**config.mk**
```make
export PLATFORM = sky130hd
export DESIGN_NAME = wb_write_arbiter
export DESIGN_NICKNAME = d
export VERILOG_FILES = /design/src/rtl/wb_write_arbiter.sv
export SDC_FILE = /design/constraint.sdc
export NUM_CORES = 1
export LEC_CHECK = 0
export ABC_AREA = 1
export BUFFER_PORTS_ARGS = -buffer_cell sky130_fd_sc_hd__buf_2
export CAP_MARGIN = 25
export CORE_AREA = 2 2 119 121
export CTS_CLUSTER_SIZE = 24
export DETAILED_ROUTE_END_ITERATION = 10
export DIE_AREA = 0 0 121 123
export PLACE_DENSITY_LB_ADDON = 0.08
export SYNTH_ARGS = -nofsm -noshare
export SYNTH_HDL_FRONTEND = slang
export SYNTH_SLANG_ARGS = --single-unit
export TNS_END_PERCENT = 20
```
**constraint.sdc**
```tcl
create_clock -name clk_i -period 3.1 [get_ports clk_i]
set_input_delay 0.465 -clock clk_i [delete_from_list [all_inputs] [get_ports clk_i]]
set_output_delay 0.465 -clock clk_i [all_outputs]
set_load 0.1 [all_outputs]
```
**src/rtl/wb_write_arbiter.sv**
```systemverilog
// Register-file write port arbiter: merges the in-order writeback stream with
// buffered multi-cycle results and keeps a busy scoreboard for outstanding results.
module wb_write_arbiter #(
   parameter int REG_SIZE   = 32,
   parameter int NO_OF_REGS = 32,
   parameter int REGW       = $clog2(NO_OF_REGS),
   parameter int FIFO_DEPTH = 2,
   parameter int STARVE_LIM = 4
) (
   input  logic                  clk_i,
   input  logic                  rst_ni,
   input  logic                  pipe_we_i,
   input  logic [REGW-1:0]       pipe_waddr_i,
   input  logic [REG_SIZE-1:0]   pipe_wdata_i,
   output logic                  pipe_stall_o,
   input  logic                  iss_valid_i,
   input  logic [REGW-1:0]       iss_waddr_i,
   input  logic                  mc_valid_i,
   output logic                  mc_ready_o,
   input  logic [REGW-1:0]       mc_waddr_i,
   input  logic [REG_SIZE-1:0]   mc_wdata_i,
   output logic [NO_OF_REGS-1:0] busy_o,
   output logic                  we_o,
   output logic [REGW-1:0]       waddr_o,
   output logic [REG_SIZE-1:0]   wdata_o
);

   localparam int PTRW = (FIFO_DEPTH > 1) ? $clog2(FIFO_DEPTH) : 1;
   localparam int CNTW = $clog2(FIFO_DEPTH + 1);
   localparam int STW  = $clog2(STARVE_LIM + 1);
   localparam logic [CNTW-1:0] DEPTH_C = CNTW'(FIFO_DEPTH);
   localparam logic [STW-1:0]  LIM_C   = STW'(STARVE_LIM);

   typedef enum logic [1:0] {
      SEL_NONE,
      SEL_PIPE,
      SEL_FIFO,
      SEL_STARVE
   } sel_e;

   logic [REGW-1:0]       q_addr [FIFO_DEPTH];
   logic [REG_SIZE-1:0]   q_data [FIFO_DEPTH];
   logic [PTRW-1:0]       rd_ptr, wr_ptr;
   logic [CNTW-1:0]       count, count_next;
   logic [STW-1:0]        starve_cnt, starve_next;
   logic [NO_OF_REGS-1:0] busy_q, busy_next;
   logic                  fifo_empty;
   logic                  pipe_wr;
   logic                  push;
   logic                  pop;
   logic [REGW-1:0]       head_addr;
   logic [REG_SIZE-1:0]   head_data;
   sel_e                  sel;

   // Handshake: a result transfers on a cycle where mc_valid_i && mc_ready_o.
   // mc_ready_o depends only on the current fill level, never on a same-cycle pop.
   assign fifo_empty   = (count == '0);
   assign mc_ready_o   = (count < DEPTH_C);
   assign pipe_wr      = pipe_we_i && (pipe_waddr_i != '0);
   assign push         = mc_valid_i && mc_ready_o && (mc_waddr_i != '0);
   assign pipe_stall_o = !fifo_empty && (starve_cnt == LIM_C);
   assign head_addr    = q_addr[rd_ptr];
   assign head_data    = q_data[rd_ptr];
   assign busy_o       = busy_q;

   always_comb begin
      sel = SEL_NONE;
      if (pipe_stall_o) begin
         sel = SEL_STARVE;
      end else if (pipe_wr) begin
         sel = SEL_PIPE;
      end else if (!fifo_empty) begin
         sel = SEL_FIFO;
      end
   end

   assign pop = (sel == SEL_STARVE) || (sel == SEL_FIFO);

   always_comb begin
      count_next = count;
      case ({push, pop})
         2'b10:   count_next = count + CNTW'(1);
         2'b01:   count_next = count - CNTW'(1);
         default: count_next = count;
      endcase
   end

   // The counter only measures how long a waiting head has been blocked.
   always_comb begin
      starve_next = starve_cnt;
      if (pop || fifo_empty) begin
         starve_next = '0;
      end else if ((sel == SEL_PIPE) && (starve_cnt != LIM_C)) begin
         starve_next = starve_cnt + STW'(1);
      end
   end

   // Clear first so an issue to the same register in the same cycle wins.
   always_comb begin
      busy_next = busy_q;
      if (pop) begin
         busy_next[head_addr] = 1'b0;
      end
      if (iss_valid_i && (iss_waddr_i != '0)) begin
         busy_next[iss_waddr_i] = 1'b1;
      end
      busy_next[0] = 1'b0;
   end

   always_ff @(posedge clk_i) begin
      if (push) begin
         q_addr[wr_ptr] <= mc_waddr_i;
         q_data[wr_ptr] <= mc_wdata_i;
      end
   end

   always_ff @(posedge clk_i or negedge rst_ni) begin
      if (!rst_ni) begin
         rd_ptr     <= '0;
         wr_ptr     <= '0;
         count      <= '0;
         starve_cnt <= '0;
         busy_q     <= '0;
      end else begin
         if (push) begin
            wr_ptr <= wr_ptr + PTRW'(1);
         end
         if (pop) begin
            rd_ptr <= rd_ptr + PTRW'(1);
         end
         count      <= count_next;
         starve_cnt <= starve_next;
         busy_q     <= busy_next;
      end
   end

   // Address/data hold their last value on idle cycles; only we_o drops.
   always_ff @(posedge clk_i or negedge rst_ni) begin
      if (!rst_ni) begin
         we_o    <= 1'b0;
         waddr_o <= '0;
         wdata_o <= '0;
      end else begin
         we_o <= (sel != SEL_NONE);
         if (pop) begin
            waddr_o <= head_addr;
            wdata_o <= head_data;
         end else if (sel == SEL_PIPE) begin
            waddr_o <= pipe_waddr_i;
            wdata_o <= pipe_wdata_i;
         end
      end
   end

endmodule

```
==> results of run 1 <==
sequential cells by signal (all words and copies together), names as in the netlist:
signal and flops:
we_o 1, wdata_o 32, q_addr 10, waddr_o 5, q_data 64, count 2, rd_ptr 1, starve_cnt 3
wr_ptr 1, busy_o 31
cells in the mapped netlist, drive strengths merged:
cell,n,share of area (%)
a21oi,1,0.075
buf,22,2.0
clkbuf,8,0.45
conb,1,0.056
dfrtp,76,28
edfxtp,74,33
ha,3,0.56
inv,63,3.5
nand2,263,15
nand3,85,6.3
nor2,49,2.7
nor3,5,0.37
o211ai,2,0.22
o21ai,42,3.6
or2,33,3.1
xnor2,2,0.26
xor2,3,0.39
metal layers:
layer	wire length (um)	vias up	global-route usage (%)
met3	1030	15	5.72
met1	7090	2590	29.0
met4	197	0	7.34
met5	0	-	0
met2	8160	188	39.4
li1	-	2653	-
kinds of logic (layout without fill, tap and decap cells):
logic type | after synthesis | count (layout)
simple gates | 435 | 435
flops | 150 | 150
buf+inv | 93 | 258
compound gates | 45 | 45
xor+xnor | 5 | 5
fa+ha+maj | 3 | 3
other cells | 1 | 1
placed cells by master (no fill, tap or decap), types with 2 or more instances in the layout:
cell type     n
buf_12        2
buf_2       152
buf_4         7
bufinv_16     4
clkbuf_16    17
clkinv_2      3
clkinvlp_4    3
dfrtp_1      76
edfxtp_1     74
ha_1          3
inv_1        59
inv_2         4
nand2_1     257
nand2_2       6
nand3_1      84
nor2_1       47
nor2_4        2
nor3_1        5
o211ai_1      2
o21ai_0      34
o21ai_1       2
o21ai_2       5
or2_2        33
xnor2_1       2
xor2_1        3
stage by stage:
step,cell area (um2),setup TNS (ns)
floorplan,6710,-18.70
global placement,7650,0
detailed placement,7650,0
CTS,8270,0
global route,8310,0
finish,8310,0
final cells by class:
type | instances | area [um2] | share of cell area, %
clock buffers | 19 | 443 | 5.33
clock inverters | 13 | 179 | 2.15
inverters | 63 | 236 | 2.85
multi-input cells | 489 | 2210 | 26.6
flip-flops and latches | 150 | 4120 | 49.6
well taps | 180 | 225 | 2.71
repair buffers | 163 | 891 | 10.7
how the worst max path moves through the flow:
stage	from	slack, ns	endpoint
floorplan	count[1]	-0.25	q_addr[0][0]
global placement	pipe_waddr_i[1]	0.84	rd_ptr
detailed placement	pipe_waddr_i[1]	0.79	wdata_o[27]
CTS	count[0]	0.61	pipe_stall_o
global route	count[0]	0.50	pipe_stall_o
finish	count[0]	0.66	pipe_stall_o
==> key figures, run 1 <==
Route
  • Final WL: 16500 um
  • Iter 0 DRT Violations: 317
  • DRC: 0
  • Total number of vias: 5446
  • Routed length per instance: 15.3 um
  • Number of antenna-violating nets in the routed design: 0
  • DR vias/cell: 5.06
  • Drt pass-1 iters: 5

Synth
  • Cell variety after synth: 25
  • Post-Synth Adder-Cell Area: 0.560%
  • Synth warn: 0
  • Synth Instances: 732
  • Post-synthesis sequential area ratio: 61.5%
  • Combinational family with the most area after synthesis: simple AND/OR/NAND/NOR gates
  • Synth Cell Area: 0.00671 mm2
  • Synth Area in XOR/XNOR: 0.653%
  • Multiplexer area fraction after synthesis: 0%
  • Seq cells post-synth: 150
  • Synth Area in Compound Gates: 3.88%
  • Synth Net Count: 819
  • Syn avg cell area: 9.16 um2
  • Synth Area in Simple Gates: 27.4%

Global routing
  • First-pass GRT wire length: 26300 um
  • GRT Total Usage: 23.1%
  • Number of antenna violations at the first check in global routing: 0
  • Largest net degree at the start of global routing: 77
  • Vias in the first global route: 5265
  • GRT overflow: 0

Worst setup path
  • Worst path depth: 5
  • R2R Setup Slk: 0.88 ns
  • CP Cell Sequence: nor2_1, inv_1, nand2_1, inv_1, buf_12
  • R2r startpoint: starve_cnt[0]
  • Crit path max fanout: 19
  • CP max-delay cell: inv_1
  • WS Path Type: flop to output port
  • Crit path capture type: output port
  • Crit-path max cell delay: 0.46 ns
  • Data arrival time of the critical path: 1.98 ns
  • Reg-to-Reg End: starve_cnt[2]
  • Crit-path most repeated cell: inv_1
  • Crit path max-delay family: buffers and inverters
  • Worst setup SP type: flop
  • Register-to-Register Path Depth: 7
  • CP required: 2.63 ns
  • CP Buf/Inv Count: 3

Clock network
  • CTS Root Cell: clkbuf_16
  • Clk buf depth: 2
  • Skew-Pair Late Insertion Delay: 0.42 ns
  • Clock Sinks: 150
  • Post-CTS sizing: 0
  • Postcts setup bufs: 0
  • CTS Buf Count: 17
  • # hold bufs at CTS: 0
  • H-tree depth: 4
  • CTS tree: yes
  • Worst-path clk slew: 0.06 ns

Placement
  • GP Congestion: 0.859
  • Post-Place Cells: 1043
  • Dpl hpwl: 11000 um
  • DP Worst Slack: 0.794 ns
  • Port bufs: 154

Hold path
  • Critical hold path startpoint: mc_wdata_i[24]
  • Hold path endpoint: q_data[1][24]
  • Worst hold path class: primary input to flop
  • Worst hold stages: 1

STA
  • Final hold violation count: 0
  • Tmin final: 2.44 ns
  • Setup-failing EPs final: 0
  • Actual slew at the worst max-slew pin: 0.780 ns
  • Setup ws final: 0.658 ns
  • Unrepaired setup endpoints after global routing: no
  • WHS: 0.230 ns
  • Worst Skew: 0.0102 ns
  • Peak Freq: 410 MHz
  • Period utilization: 78.8%
  • Max-slew violation count: 0
  • Max-slew headroom at the worst pin: 47.8%

Outcome
  • Outcome: complete, no violations

Die
  • Row count: 43
  • Die Ht: 123 um
  • Top Ports: 156
  • Initial core utilization: 49.3%
  • Full die area: 0.0149 mm2
  • Die Wd: 121 um
  • Placeable Area: 0.0136 mm2

Cells and area
  • Share of cells above drive strength 1: 27.2%
  • Final #Nets: 971
  • Fill cell count: 1236
  • Diodes inserted: 0
  • Area Growth Syn to Fin: 23.8%
  • Post-Layout Cell Count: 1077
  • Fin util: 61.0%

Flow run
  • Number of max-cap violations: 0
Power of run 1 is not shown: default switching activity piles up to over one toggle a cycle in this logic, so the estimate is an artifact.
==> run 2: changes to the inputs <==
- CORE_AREA: 2 2 119 121 -> 2 2 121 123
- DIE_AREA: 0 0 121 123 -> 0 0 123 125
- clock period: 3.1 -> 2 ns (I/O delays scaled with it)
==> run 2 against run 1 <==
Sequential cell count is the same. Via count decreased by 0.39%. Final area up 1.4%. Clock-buffer cell count is 1 lower. Utilization is 1.7 points lower. Die area is 3.3% higher. Clock skew is 0.0039 ns lower. First-iteration DRC count rose by 7.9%. Register-to-register slack worse by 0.68 ns. Wire length is 1.4% higher. Cell count increased by 1.1%.
==> key figures, run 2 (synthesized netlist as in run 1, its figures left out) <==
Outcome
  • Outcome: complete, no violations (unchanged)

Global routing
  • First-pass GRT wire length: 26700 um (was 26300 um)
  • GRT Total Usage: 22.8% (was 23.1%)
  • Number of antenna violations at the first check in global routing: 0 (unchanged)
  • Largest net degree at the start of global routing: 55 (was 77)
  • Vias in the first global route: 5347 (was 5265)
  • GRT overflow: 0 (unchanged)

Worst setup path
  • Crit path max fanout: 4 (was 19)
  • Data arrival time of the critical path: 1.53 ns (was 1.98 ns)
  • Crit path capture type: output port (unchanged)
  • Crit path max-delay family: buffers and inverters (unchanged)
  • Worst setup SP type: flop (unchanged)
  • CP required: 1.70 ns (was 2.63 ns)
  • WS Path Type: flop to output port (unchanged)
  • Crit-path max cell delay: 0.40 ns (was 0.46 ns)
  • CP Buf/Inv Count: 4 (was 3)
  • CP max-delay cell: dfrtp_1 (was inv_1)
  • CP Cell Sequence: inv_1, ha_1, nand2_1, inv_1, nand2_2, inv_2, buf_12 (was nor2_1, inv_1, nand2_1, inv_1, buf_12)
  • Crit-path most repeated cell: inv_1 (unchanged)

Die
  • Placeable Area: 0.0142 mm2 (was 0.0136 mm2)
  • Initial core utilization: 47.2% (was 49.3%)
  • Die Ht: 125 um (was 123 um)
  • Row count: 44 (was 43)
  • Full die area: 0.0154 mm2 (was 0.0149 mm2)
  • Die Wd: 123 um (was 121 um)
  • Top Ports: 156 (unchanged)

Cells and area
  • Area Growth Syn to Fin: 25.6% (was 23.8%)
  • Commonest cells after routing, fill and taps aside: nand2_1, buf_2, nand3_1 (unchanged)
  • Commonest non-fill, non-tap cell in the layout: nand2_1 (unchanged)
  • Post-Layout Cell Count: 1089 (was 1077)
  • Largest Register: q_data (unchanged)
  • Final #Nets: 979 (was 971)
  • Number of flip-flops under the largest register name: 64 (unchanged)
  • Diodes inserted: 0 (unchanged)
  • Fill cell count: 1299 (was 1236)
  • Share of cells above drive strength 1: 28.2% (was 27.2%)

Clock network
  • H-tree depth: 4 (unchanged)
  • Worst-path clk slew: 0.06 ns (about the same)
  • Clk buf depth: 2 (unchanged)
  • CTS Root Cell: clkbuf_16 (unchanged)
  • Postcts setup bufs: 0 (unchanged)
  • Skew-Pair Late Insertion Delay: 0.42 ns (about the same)
  • CTS tree: yes (unchanged)
  • CTS Buf Count: 17 (unchanged)
  • Clock Sinks: 150 (unchanged)

Route
  • Final WL: 16700 um (was 16500 um)
  • Total number of vias: 5425 (was 5446)
  • DR vias/cell: 4.98 (was 5.06)
  • Number of antenna-violating nets in the routed design: 0 (unchanged)
  • Routed length per instance: 15.3 um (about the same)
  • Drt pass-1 iters: 5 (unchanged)
  • DRC: 0 (unchanged)
  • Iter 0 DRT Violations: 342 (was 317)

STA
  • Setup-failing EPs final: 0 (unchanged)
  • Tmin final: 1.83 ns
  • Actual slew at the worst max-slew pin: 0.719 ns (was 0.780 ns)
  • Peak Freq: 546 MHz
  • Setup TNS: 0 ns (unchanged)
  • Max-slew headroom at the worst pin: 52.1% (was 47.8%)
  • Period utilization: 91.6%
  • Final hold violation count: 0 (unchanged)
  • Max-slew violation count: 0 (unchanged)
  • Worst Skew: 0.00631 ns (was 0.0102 ns)
  • Unrepaired setup endpoints after global routing: no (unchanged)

Placement
  • Port bufs: 154 (unchanged)
  • GP Congestion: 0.836 (was 0.859)
  • Post-Place Cells: 1056 (was 1043)
  • Dpl hpwl: 11400 um (was 11000 um)

Flow run
  • Number of max-cap violations: 0 (unchanged)

Hold path
  • Worst hold path class: primary input to flop (unchanged)
-- run 2: cell types whose count changed in the layout (fill, tap and decap cells not counted), moves of 2 or more --
cell and delta:
inv_1 -3, buf_4 +6, clkinv_1 +2, buf_12 +3
clkinvlp_4 +2
-- run 2: path summary, 6_finish.rpt --
kind / endpoint / from / slack [ns] / cells past startpoint
worst max-delay path: pipe_stall_o / starve_cnt[0] / 0.17 / 7
worst min-delay path: q_data[1][28] / mc_wdata_i[28] / 0.07 / 1
worst max register to register: count[1] / starve_cnt[0] / 0.20 / 10
worst min register to register: busy_o[2] / busy_o[2] / 0.47 / 2
max in group asynchronous: wdata_o[9] / rst_ni / 0.91 / 3
min in group asynchronous: wdata_o[5] / rst_ni / 0.48 / 2
-- run 2: cell type report --
| type | count | area, um2 | share of cell area, % |
|---|---|---|---|
| Clock buffer | 18 | 429 | 5.10 |
| Clock inverter | 14 | 206 | 2.45 |
| Inverter | 63 | 240 | 2.85 |
| Multi-Input combinational cell | 489 | 2220 | 26.4 |
| Sequential cell | 150 | 4120 | 49.0 |
| Tap cell | 184 | 230 | 2.73 |
| Timing Repair Buffer | 171 | 968 | 11.5 |
-- run 2: timing repair --
action / 4_1_cts / 5_1_grt
hold buffers: 1 / 0
resized for setup: 0 / 2
endpoints found under the hold margin: 53 / 0
setup endpoints to repair: 0 / 1
-- run 2: per-layer routing --
metal / GRT usage (%) / vias to the layer above / share of wire (%)
li1: - / 2668 / -
met1: 30.1 / 2567 / 43
met2: 36.5 / 168 / 49
met3: 4.84 / 22 / 6.1
met4: 9.36 / 0 / 1.9
met5: 0 / - / 0
-- run 2: per-stage QoR --
step	util, %	instance area (um2)	hold slack [ns]	worst slack (ns)
finish	59.3	8420	0.0656	0.168
global route	59.3	8420	0.0497	0.0529
CTS	59.3	8420	0.0502	0.0473
detailed placement	54.7	7770	0.404	0.161
global placement	54.7	7770	0.393	0.307
floorplan	-	6740	0.00441	0.0467
Power of run 2 is left out for the same reason.
==> run 3: changes to the inputs <==
- ABC_AREA: 1 -> not set
- CORE_AREA: 2 2 121 123 -> 2 2 118 120
- DIE_AREA: 0 0 123 125 -> 0 0 120 122
==> run 3 against run 2 <==
Global-route usage decreased by 1.7 points. Maximum frequency is 3.6% lower. Clock skew is 0.00052 ns higher. Sequential share of layout area up 1.6 points. Worst hold slack better by 0.0066 ns. Utilization up 1.1 points. Final area is 3.2% lower. Synthesized cell count decreased by 33%. Cell count down 21%. Sequential cell count stayed put. Setup slack got worse by 0.068 ns. Critical endpoint is now busy_o[9]. Largest cell class unchanged.
==> key figures, run 3 <==
Synth
  • Synth top area cells: edfxtp_1, dfrtp_1, mux2i_1, a222oi_1, inv_1 (was edfxtp_1, dfrtp_1, nand2_1, nand3_1, inv_1)
  • Synth warn: 0 (unchanged)
  • Post-synthesis sequential area ratio: 65.4% (was 61.5%)
  • Ys flop type: dfrtp_1 (unchanged)
  • Cell with the most instances after synthesis: dfrtp_1 (was nand2_1)
  • Synth Net Count: 577 (was 819)
  • Area leader, netlist: edfxtp_1 (unchanged)
  • Seq cells post-synth: 150 (unchanged)
  • Post-synth top cells: dfrtp_1, edfxtp_1, inv_1 (was nand2_1, nand3_1, dfrtp_1)
  • Cell variety after synth: 40 (was 25)
  • EDFF count, synth: 74 (unchanged)
  • Synth top area share: 35.2% (was 33.1%)
  • Ys async rst share: 50.7% (unchanged)
  • Syn avg cell area: 12.9 um2 (was 9.16 um2)
  • Synth Instances: 490 (was 732)
  • Synth Cell Area: 0.00631 mm2 (was 0.00671 mm2)

Die
  • Full die area: 0.0146 mm2 (was 0.0154 mm2)
  • Die Wd: 120 um (was 123 um)
  • Placeable Area: 0.0135 mm2 (was 0.0142 mm2)
  • Row count: 43 (was 44)
  • Die Ht: 122 um (was 125 um)
  • Initial core utilization: 46.7% (was 47.2%)
  • Top Ports: 156 (unchanged)

Route
  • Routed length per instance: 17.3 um (was 15.3 um)
  • Total number of vias: 4539 (was 5425)
  • Final WL: 14800 um (was 16700 um)
  • Number of antenna-violating nets in the routed design: 0 (unchanged)
  • DR vias/cell: 5.30 (was 4.98)
  • Iter 0 DRT Violations: 312 (was 342)
  • DRC: 0 (unchanged)
  • Drt pass-1 iters: 5 (unchanged)

Global routing
  • GRT overflow: 0 (unchanged)
  • Largest net degree at the start of global routing: 52 (was 55)
  • GRT Total Usage: 21.1% (was 22.8%)
  • First-pass GRT wire length: 23600 um (was 26700 um)
  • Number of antenna violations at the first check in global routing: 0 (unchanged)
  • Vias in the first global route: 4573 (was 5347)

Clock network
  • Postcts setup bufs: 0 (unchanged)
  • CTS Root Cell: clkbuf_16 (unchanged)
  • H-tree depth: 4 (unchanged)
  • CTS Buf Count: 17 (unchanged)
  • Clock Sinks: 150 (unchanged)
  • CTS tree: yes (unchanged)
  • Clk buf depth: 2 (unchanged)
  • Worst-path clk slew: 0.06 ns (about the same)
  • Skew-Pair Late Insertion Delay: 0.41 ns (was 0.42 ns)

Worst setup path
  • Crit path capture type: flop (was output port)
  • Data arrival time of the critical path: 2.19 ns (was 1.53 ns)
  • Crit path max fanout: 7 (was 4)
  • R2R Setup Slk: 0.1 ns (was 0.20 ns)
  • WS Path Type: flop to flop (was flop to output port)
  • CP required: 2.29 ns (was 1.70 ns)
  • Worst setup SP type: flop (unchanged)

Cells and area
  • Fin util: 60.4% (was 59.3%)
  • Final #Nets: 751 (was 979)
  • Fill cell count: 1123 (was 1299)
  • Largest Register: q_data (unchanged)
  • Diodes inserted: 0 (unchanged)
  • Commonest non-fill, non-tap cell in the layout: buf_2 (was nand2_1)
  • Register area: 0.00413 mm2 (was 0.00412 mm2)
  • Area Growth Syn to Fin: 29.3% (was 25.6%)
  • Share of cells above drive strength 1: 34.1% (was 28.2%)
  • Multi-input logic area: 0.00176 mm2 (was 0.00222 mm2)
  • Commonest cells after routing, fill and taps aside: buf_2, dfrtp_1, edfxtp_1 (was nand2_1, buf_2, nand3_1)
  • Number of flip-flops under the largest register name: 64 (unchanged)

STA
  • Setup-failing EPs final: 0 (unchanged)
  • Max-slew headroom at the worst pin: 59.5% (was 52.1%)
  • Max-slew violation count: 0 (unchanged)
  • Final hold violation count: 0 (unchanged)
  • Worst Skew: 0.00683 ns (was 0.00631 ns)
  • WHS: 0.0722 ns (was 0.0656 ns)
  • Setup TNS: 0 ns (unchanged)
  • Period utilization: 95.0% (was 91.6%)
  • Actual slew at the worst max-slew pin: 0.607 ns (was 0.719 ns)
  • Tmin final: 1.90 ns (was 1.83 ns)
  • Unrepaired setup endpoints after global routing: no (unchanged)
  • Peak Freq: 526 MHz (was 546 MHz)

Placement
  • GP Congestion: 0.798 (was 0.836)
  • Port bufs: 154 (unchanged)
  • Dpl hpwl: 10200 um (was 11400 um)

Hold path
  • Worst hold path class: primary input to flop (unchanged)

Outcome
  • Outcome: complete, no violations (unchanged)

Flow run
  • Number of max-cap violations: 0 (unchanged)
run 3: changes by cell type in the layout (fill, tap and decap cells not counted), sizes merged, moves of 12 or more:
cell	before	now
nand2	263	52
nand3	85	14
nor2	49	10
mux2i	0	37
o21ai	42	5
o31ai	0	33
a222oi	0	32
or2	33	1
buf	170	182
inv	62	74
run 3: layer usage:
metal	wire [um]	GRT usage, %	up-vias
met5	0	0	-
met4	159	6.18	0
met3	860	5.76	13
met2	7360	35.0	149
met1	6460	27.3	2250
li1	-	-	2127
run 3: kinds of logic after synthesis:
logic type                 synth area share, %
adders and majority gates                0.595
and+or+nand+nor                           8.05
xor gates and xnor gates                 0.952
buffers and inverters                     7.20
DFF                                       65.4
muxes                                     6.59
other                                   0.0595
AOI/OAI and AO/OA                         11.2
run 3: repair_timing:
action,4_1_cts,5_1_grt
hold buffers,1,0
endpoints found under the setup margin,1,1
resized for setup,1,1
endpoints found under the hold margin,25,0
pin swaps,0,0
run 3: metrics by stage:
stage | std cells | setup slack [ns] | area, um2
6_report | 857 | 0.0995 | 8150
5_1_grt | 857 | 0.0239 | 8150
4_1_cts | 857 | 0.102 | 8150
3_5_place_dp | 824 | 0.00337 | 7460
3_3_place_gp | 822 | -0.0964 | 7420
2_1_floorplan | 490 | -0.174 | 6330
run 3: path summary, 6_finish.rpt:
| path | from | end | cells after the start |
|---|---|---|---|
| max | rd_ptr | busy_o[9] | 4 |
| min | mc_wdata_i[25] | q_data[1][25] | 1 |
| max reg2reg | rd_ptr | busy_o[9] | 4 |
| min reg2reg | starve_cnt[0] | starve_cnt[0] | 1 |
| max in group asynchronous | rst_ni | rd_ptr | 3 |
| min in group asynchronous | rst_ni | busy_o[21] | 2 |
run 3: worst max-delay path, stage by stage (launching register included):
cell     delay (ns)
dfrtp_2        0.47
mux2_2         0.38
or3_1          0.53
o31ai_1        0.30
nand2_1        0.10
run 3: area by class of cell:
class	instances	area share (%)
clock buffers	20	5.60
clock inverters	12	2.73
inverters	74	3.45
multi-input cells	238	21.6
flip-flops and latches	150	50.6
well taps	180	2.76
repair buffers	183	13.3
Power of run 3 is left out for the same reason.
